--- config.mk ---
export PLATFORM = sky130hd
export DESIGN_NAME = cpu_fetch
export DESIGN_NICKNAME = d
export VERILOG_FILES = /design/src/rtl/cpu_fetch.sv
export SDC_FILE = /design/constraint.sdc
export NUM_CORES = 1
export LEC_CHECK = 0
export ABC_AREA = 0
export BUFFER_PORTS_ARGS = -buffer_cell sky130_fd_sc_hd__buf_2
export CAP_MARGIN = 20
export CORE_MARGIN = 8
export CORE_UTILIZATION = 45
export DETAILED_ROUTE_END_ITERATION = 8
export PLACE_DENSITY_LB_ADDON = 0.05
export SYNTH_ARGS = -nofsm -noshare
export SYNTH_HDL_FRONTEND = slang
export SYNTH_SLANG_ARGS = --single-unit
--- constraint.sdc ---
create_clock -name sys_clk -period 4.7 [get_ports sys_clk]
set_input_delay 0.94 -clock sys_clk [delete_from_list [all_inputs] [get_ports sys_clk]]
set_output_delay 0.94 -clock sys_clk [all_outputs]
set_load 0.01 [all_outputs]
--- src/rtl/cpu_fetch.sv ---
// Instruction fetch stage: pipelined bus requests with credit-limited
// issue, in-order response queue and redirect with stale-ack discard.
module cpu_fetch #(
    parameter int              ADDR_W   = 32,
    parameter int              DEPTH    = 4,
    parameter logic [ADDR_W-1:0] RESET_PC = 32'h0000_0000
) (
    input  logic              sys_clk,
    input  logic              sys_rst,
    output logic              inst_cyc_out,
    output logic              inst_stb_out,
    output logic [ADDR_W-1:0] inst_addr_out,
    input  logic              inst_stall_in,
    input  logic              inst_ack_in,
    input  logic [31:0]       inst_data_in,
    input  logic              redirect_in,
    input  logic [ADDR_W-1:0] redirect_addr_in,
    output logic              fetch_valid_out,
    input  logic              fetch_ready_in,
    output logic [31:0]       fetch_inst_out,
    output logic [ADDR_W-1:0] fetch_pc_out,
    output logic [ADDR_W-1:0] fetch_pc_next_out
);

    localparam int PW = $clog2(DEPTH);
    localparam int CW = PW + 1;

    logic [ADDR_W-1:0] addr_q;
    logic [ADDR_W-1:0] resp_pc_q;
    logic [CW-1:0]     out_q;
    logic [CW-1:0]     disc_q;
    logic [CW-1:0]     count_q;
    logic [PW-1:0]     wr_q;
    logic [PW-1:0]     rd_q;

    logic [31:0]       inst_mem [DEPTH];
    logic [ADDR_W-1:0] pc_mem   [DEPTH];

    logic [CW:0]       credit;
    logic              stb;
    logic              accept;
    logic              ack_v;
    logic              push;
    logic              pop;
    logic              valid;
    logic [CW-1:0]     out_nx;
    logic [ADDR_W-1:0] redir_pc;
    logic [1:0]        unused_addr_bits;

    assign unused_addr_bits = redirect_addr_in[1:0];
    assign redir_pc = {redirect_addr_in[ADDR_W-1:2], 2'b00};

    // Outstanding requests reserve queue slots, so an ack always fits.
    assign credit = {1'b0, out_q} + {1'b0, count_q};
    assign stb    = !sys_rst && (credit < (CW+1)'(DEPTH));
    assign accept = stb && !inst_stall_in;
    assign ack_v  = !sys_rst && inst_ack_in && (out_q != '0);
    assign push   = ack_v && (disc_q == '0) && !redirect_in;
    assign valid  = !sys_rst && (count_q != '0);
    assign pop    = valid && fetch_ready_in && !redirect_in;
    assign out_nx = out_q + CW'(accept) - CW'(ack_v);

    always_ff @(posedge sys_clk) begin
        if (sys_rst) begin
            addr_q    <= RESET_PC;
            resp_pc_q <= RESET_PC;
            out_q     <= '0;
            disc_q    <= '0;
            count_q   <= '0;
            wr_q      <= '0;
            rd_q      <= '0;
        end else begin
            out_q <= out_nx;
            if (redirect_in) begin
                addr_q    <= redir_pc;
                resp_pc_q <= redir_pc;
                disc_q    <= out_nx;
                count_q   <= '0;
                wr_q      <= '0;
                rd_q      <= '0;
            end else begin
                if (accept)
                    addr_q <= addr_q + ADDR_W'(4);
                if (push)
                    resp_pc_q <= resp_pc_q + ADDR_W'(4);
                if (ack_v && (disc_q != '0))
                    disc_q <= disc_q - CW'(1);
                if (push)
                    wr_q <= wr_q + PW'(1);
                if (pop)
                    rd_q <= rd_q + PW'(1);
                count_q <= count_q + CW'(push) - CW'(pop);
            end
        end
    end

    always_ff @(posedge sys_clk) begin
        if (push) begin
            inst_mem[wr_q] <= inst_data_in;
            pc_mem[wr_q]   <= resp_pc_q;
        end
    end

    assign inst_stb_out      = stb;
    assign inst_cyc_out      = stb || (!sys_rst && (out_q != '0));
    assign inst_addr_out     = sys_rst ? RESET_PC : addr_q;
    assign fetch_valid_out   = valid;
    assign fetch_inst_out    = valid ? inst_mem[rd_q] : '0;
    assign fetch_pc_out      = valid ? pc_mem[rd_q] : '0;
    assign fetch_pc_next_out = fetch_pc_out + ADDR_W'(4);

endmodule

# Yosys cells after proc, flatten, opt, wreduce, memory -nomap -nowiden
# Memories as Yosys holds them, arrays and structs flattened. A register that Yosys moved wholly into a read port is not among the register bits.
# Cells that the tools add are included.
# totals
out_inout_bits	131
input_bits	70
ramBits	256
memories	2
reg_bits	77
# memory_table
memory	depth	word_bits	read_ports	rd_clocked_by_memory_dff	wr	line	rtl
inst_mem	4	32	1	1	1	36	logic [31:0] inst_mem [DEPTH];
pc_mem	4	32	1	1	1	37	logic [ADDR_W-1:0] pc_mem [DEPTH];
# op_classes
magnitude_cmp	1
n_reduce_logical	23
n_addsub	11
muxes	15
# ops
cell	n
32-bit two-way mux	7
32-bit by 3-bit adder with 32-bit output (second input constant)	3
1-bit logical AND	11
3-bit nonzero test	3
2-bit two-way mux	4
3-bit by 1-bit adder with 3-bit output	2
3-bit two-way mux	2
2-bit nonzero test	3
3-bit by 1-bit subtractor with 3-bit output	2
2-bit by 1-bit adder with 2-bit output (second input constant)	2
3-bit by 3-bit adder with 4-bit output	1
4-bit by 3-bit less-than comparator with 1-bit output (second input constant)	1
1-bit logical NOT	3
3-bit logical NOT	1
3-bit by 1-bit subtractor with 3-bit output (second input constant)	1
1-bit two-way mux	2
2-bit OR reduction	1
1-bit logical OR	1

# Depth between registers and ports, before layout
# logic_depth
ltp_word	7
mapped_depth	13
ltp_nobuf	12

# Least setup slack after synthesis
# No wires, ideal clock.
# synth_path
kind	input -> output
startpoint	input port sys_rst
endpoint	output port fetch_pc_next_out[30]
n_path_buf	4
arrival_ps	3512
path_stages	13
required_time_ps	3760
slack_ps	248
path_cell_list	buf_2 inv_1 buf_4 clkbuf_1 clkbuf_1 and3_1 ha_1 nor2b_1 and4_1 and3_1 nand2_2 nor4_2 xor2_1
# synth_between
elab_chain_cells	4
# synth_rtl
item	line	rtl
from (decl)	9	input logic sys_rst,
1-bit logical NOT	59	assign valid = !sys_rst && (count_q != '0);
1-bit logical AND	59	
32-bit two-way mux	109	assign fetch_pc_out = valid ? pc_mem[rd_q] : '0;
via fetch_pc_out[3]	21	output logic [ADDR_W-1:0] fetch_pc_out,
32-bit by 3-bit adder with 32-bit output	110	assign fetch_pc_next_out = fetch_pc_out + ADDR_W'(4);
to (decl)	22	output logic [ADDR_W-1:0] fetch_pc_next_out
# The timed path passes the listed nets, and every way through them passes these cells.

==> flow_summary.json <==
{
  "status": "completed",
  "synthFlopType": "edfxtp_1",
  "p_clk_share_pct": 42.1,
  "switchingPower_mw": 1.38,
  "cts_setup_buffers": 0,
  "cts_tree": "yes",
  "slew_headroom_pct": 44.6,
  "vias": 8549,
  "synth_seq_cells": 323,
  "worstMarginPinSlew_ns": 0.824,
  "power_mw": 6.37,
  "dpl.hpwl_um": 22400,
  "netlist_instances": 968,
  "clkSinkCount": 323,
  "dr.pass1.iters": 6,
  "powerDensity_nw_per_um2": 380,
  "p_int_mw": 4.99,
  "postRouteAntennaNets": 0,
  "worst_clock_skew_ns": 0.0104,
  "grt_pass1_wl_um": 52700,
  "grt_usage_pct": 17.6,
  "async_reset_ff_share_pct": 0,
  "row_count": 65,
  "die_h_um": 194,
  "ctsResizeCount": 0,
  "avgSynthCellArea_um2": 14.7,
  "initial_core_util_pct": 45.4,
  "synth_top_area_cell": "edfxtp_1",
  "yosysMostFrequentCell": "edfxtp_1",
  "seq_area_um2": 8950,
  "htree_num_levels": 2,
  "post-route-period-util_pct": 90.8,
  "ir_drop_mv": 0.175,
  "dieArea_um2": 37500,
  "rsz0062_at_grt": "false",
  "drv_cap": 0,
  "synth_edf_count": 248,
  "grt_max_degree": 63,
  "min_path_type": "flop to flop",
  "min_period_ns": 4.27,
  "synth.top_cell.area_share_pct": 52.4,
  "synthToLayoutAreaGrowth_pct": 17.8,
  "vias_per_cell": 5.36,
  "cp_max_fo": 21,
  "hold_viol": 0,
  "grt_overflow": 0,
  "root_buffer": "clkbuf_16",
  "final_nets": 1254,
  "max_freq_mhz": 234,
  "place_congestion": 0.761,
  "die-width_um": 194,
  "yosysWarnings": 0,
  "numCtsBuffers": 36,
  "sw_frac_of_total_pct": 21.6,
  "cts_hold_buf": 0,
  "fillerInstances": 2669,
  "routed_wl_um": 33500,
  "synth.distinct_cells": 45,
  "insertion_delay_ns": 0.50,
  "p_seq_share_pct": 51.0,
  "cp.arrival_ns": 3.33,
  "endpoint_kind": "output pin",
  "io_buffers": 192,
  "synth_area_leaders": "edfxtp_1, dfxtp_1, mux4_2",
  "syn_area_um2": 14200,
  "drive_gt1_share_pct": 28.7,
  "coreArea_um2": 31300,
  "seq_area_frac_synth_pct": 62.9,
  "setup_tns_ns": 0,
  "drtIter0Drc": 412,
  "leakagePower_nw": 6.26,
  "cts_buffer_depth": 3,
  "drc_errors": 0,
  "maxSlewViolCount": 0,
  "clkSlewWorstSetupHoldPaths_ns": 0.06,
  "ys_top_cells_by_count": "edfxtp_1, dfxtp_1, and3_1",
  "cp.required_ns": 3.76,
  "pwr-share-comb_pct": 6.8,
  "criticalPathCategory": "flop to output pin",
  "multi_input_area_um2": 4880,
  "setup_viol": 0,
  "ios": 201,
  "grt_pass1_vias": 9002,
  "antenna_found_initial": 0,
  "start_kind": "flop",
  "post_drt_wl_per_cell_um": 21.0
}
[kinds of logic after synthesis]
kind of cell	share of synthesized area, %
multiplexers	10.0
buffers and inverters	2.93
other	0.0264
AO/OA/AOI/OAI	4.76
XOR/XNOR	5.85
adder cells (fa/ha/maj)	1.60
AND/OR/NAND/NOR	11.8
flip-flops	62.9
[cell type report]
class / instances / area share [%]
Antenna cell: 3 / 0.0448
Clock buffer: 49 / 5.92
Clock inverter: 13 / 0.799
Inverter: 27 / 0.605
Multi-Input combinational cell: 566 / 29.1
Sequential cell: 323 / 53.5
Tap cell: 402 / 3.00
Timing Repair Buffer: 213 / 7.05
[path summary, 6_finish.rpt]
kind | startpoint | endpoint | slack (ns) | cells past startpoint
max | flop | fetch_pc_next_out[27] | 0.43 | 9
min reg2reg | resp_pc_q[31]$_SDFFE_PP0P_ | pc_mem[1][31]$_DFFE_PP_ | 0.53 | 0
min | resp_pc_q[31]$_SDFFE_PP0P_ | pc_mem[1][31]$_DFFE_PP_ | 0.53 | 0
max reg2reg | count_q[1]$_SDFF_PP0_ | disc_q[2]$_SDFFE_PP0P_ | 1.65 | 11
[per-layer routing]
| metal | global-route usage [%] | wire (um) | vias to the layer above |
|---|---|---|---|
| met4 | 3.99 | 522 | 0 |
| met2 | 27.6 | 15000 | 238 |
| met1 | 25.0 | 16100 | 4243 |
| met5 | 0 | 0 | - |
| li1 | - | - | 4030 |
| met3 | 3.73 | 1850 | 38 |
[worst max-delay path, cell delays in order, from the launching register on]
cell     delay, ns
dfxtp_4       0.38
buf_4         0.39
buf_4         0.41
mux4_2        0.34
nand4_1       0.17
nor2_1        0.26
and3_1        0.32
nand2_1       0.10
xnor2_1       0.25
buf_2         0.19
[placed cells by master (no fill, tap or decap), types with 3 or more instances in the layout]
master / n
a21boi_1: 10
nor2_1: 26
inv_1: 25
clkinv_1: 7
edfxtp_1: 248
and2_2: 4
xor2_1: 49
o21a_1: 32
nor3_1: 15
clkbuf_1: 11
mux2i_1: 3
nor3_2: 3
clkbuf_16: 38
conb_1: 6
diode_2: 3
dfxtp_1: 73
a21boi_0: 33
xnor2_1: 46
and2_1: 9
nand3_1: 33
nand4_1: 24
nand2_1: 44
nor4_2: 5
mux4_2: 62
buf_4: 16
buf_12: 5
nor2b_1: 34
buf_2: 192
ha_1: 15
a21oi_1: 12
and3_1: 66
o21ai_0: 5
bufinv_16: 3
and4_1: 10
[power groups by stage]
stage | registers (mW) | logic, mW | clock network, mW
global placement | 3.31 | 0.435 | 0
global route | 3.26 | 0.489 | 2.85
finish | 3.25 | 0.435 | 2.68
detailed placement | 3.31 | 0.440 | 0
floorplan | 3.28 | 0.294 | 0
CTS | 3.25 | 0.443 | 2.75
[stage by stage]
stage	hold WS, ns	cell area, um^2	util (%)	instances	worst slack (ns)
6_report	0.534	16700	53.5	1596	0.432
5_1_grt	0.554	16700	53.5	1593	0.201
2_1_floorplan	0.480	14200	-	973	0.248
4_1_cts	0.540	16700	53.5	1593	0.352
3_3_place_gp	0.515	15600	49.9	1531	0.589
3_5_place_dp	0.515	15600	49.9	1531	0.537
[flip-flops by register name, indices dropped and copies added, names as in the netlist, named ones only]
signal	count
count_q	3
disc_q	3
rd_q	2
addr_q	30
wr_q	2
out_q	3
inst_mem	128
pc_mem	120
resp_pc_q	30
Power figures use the tool's default switching activity.
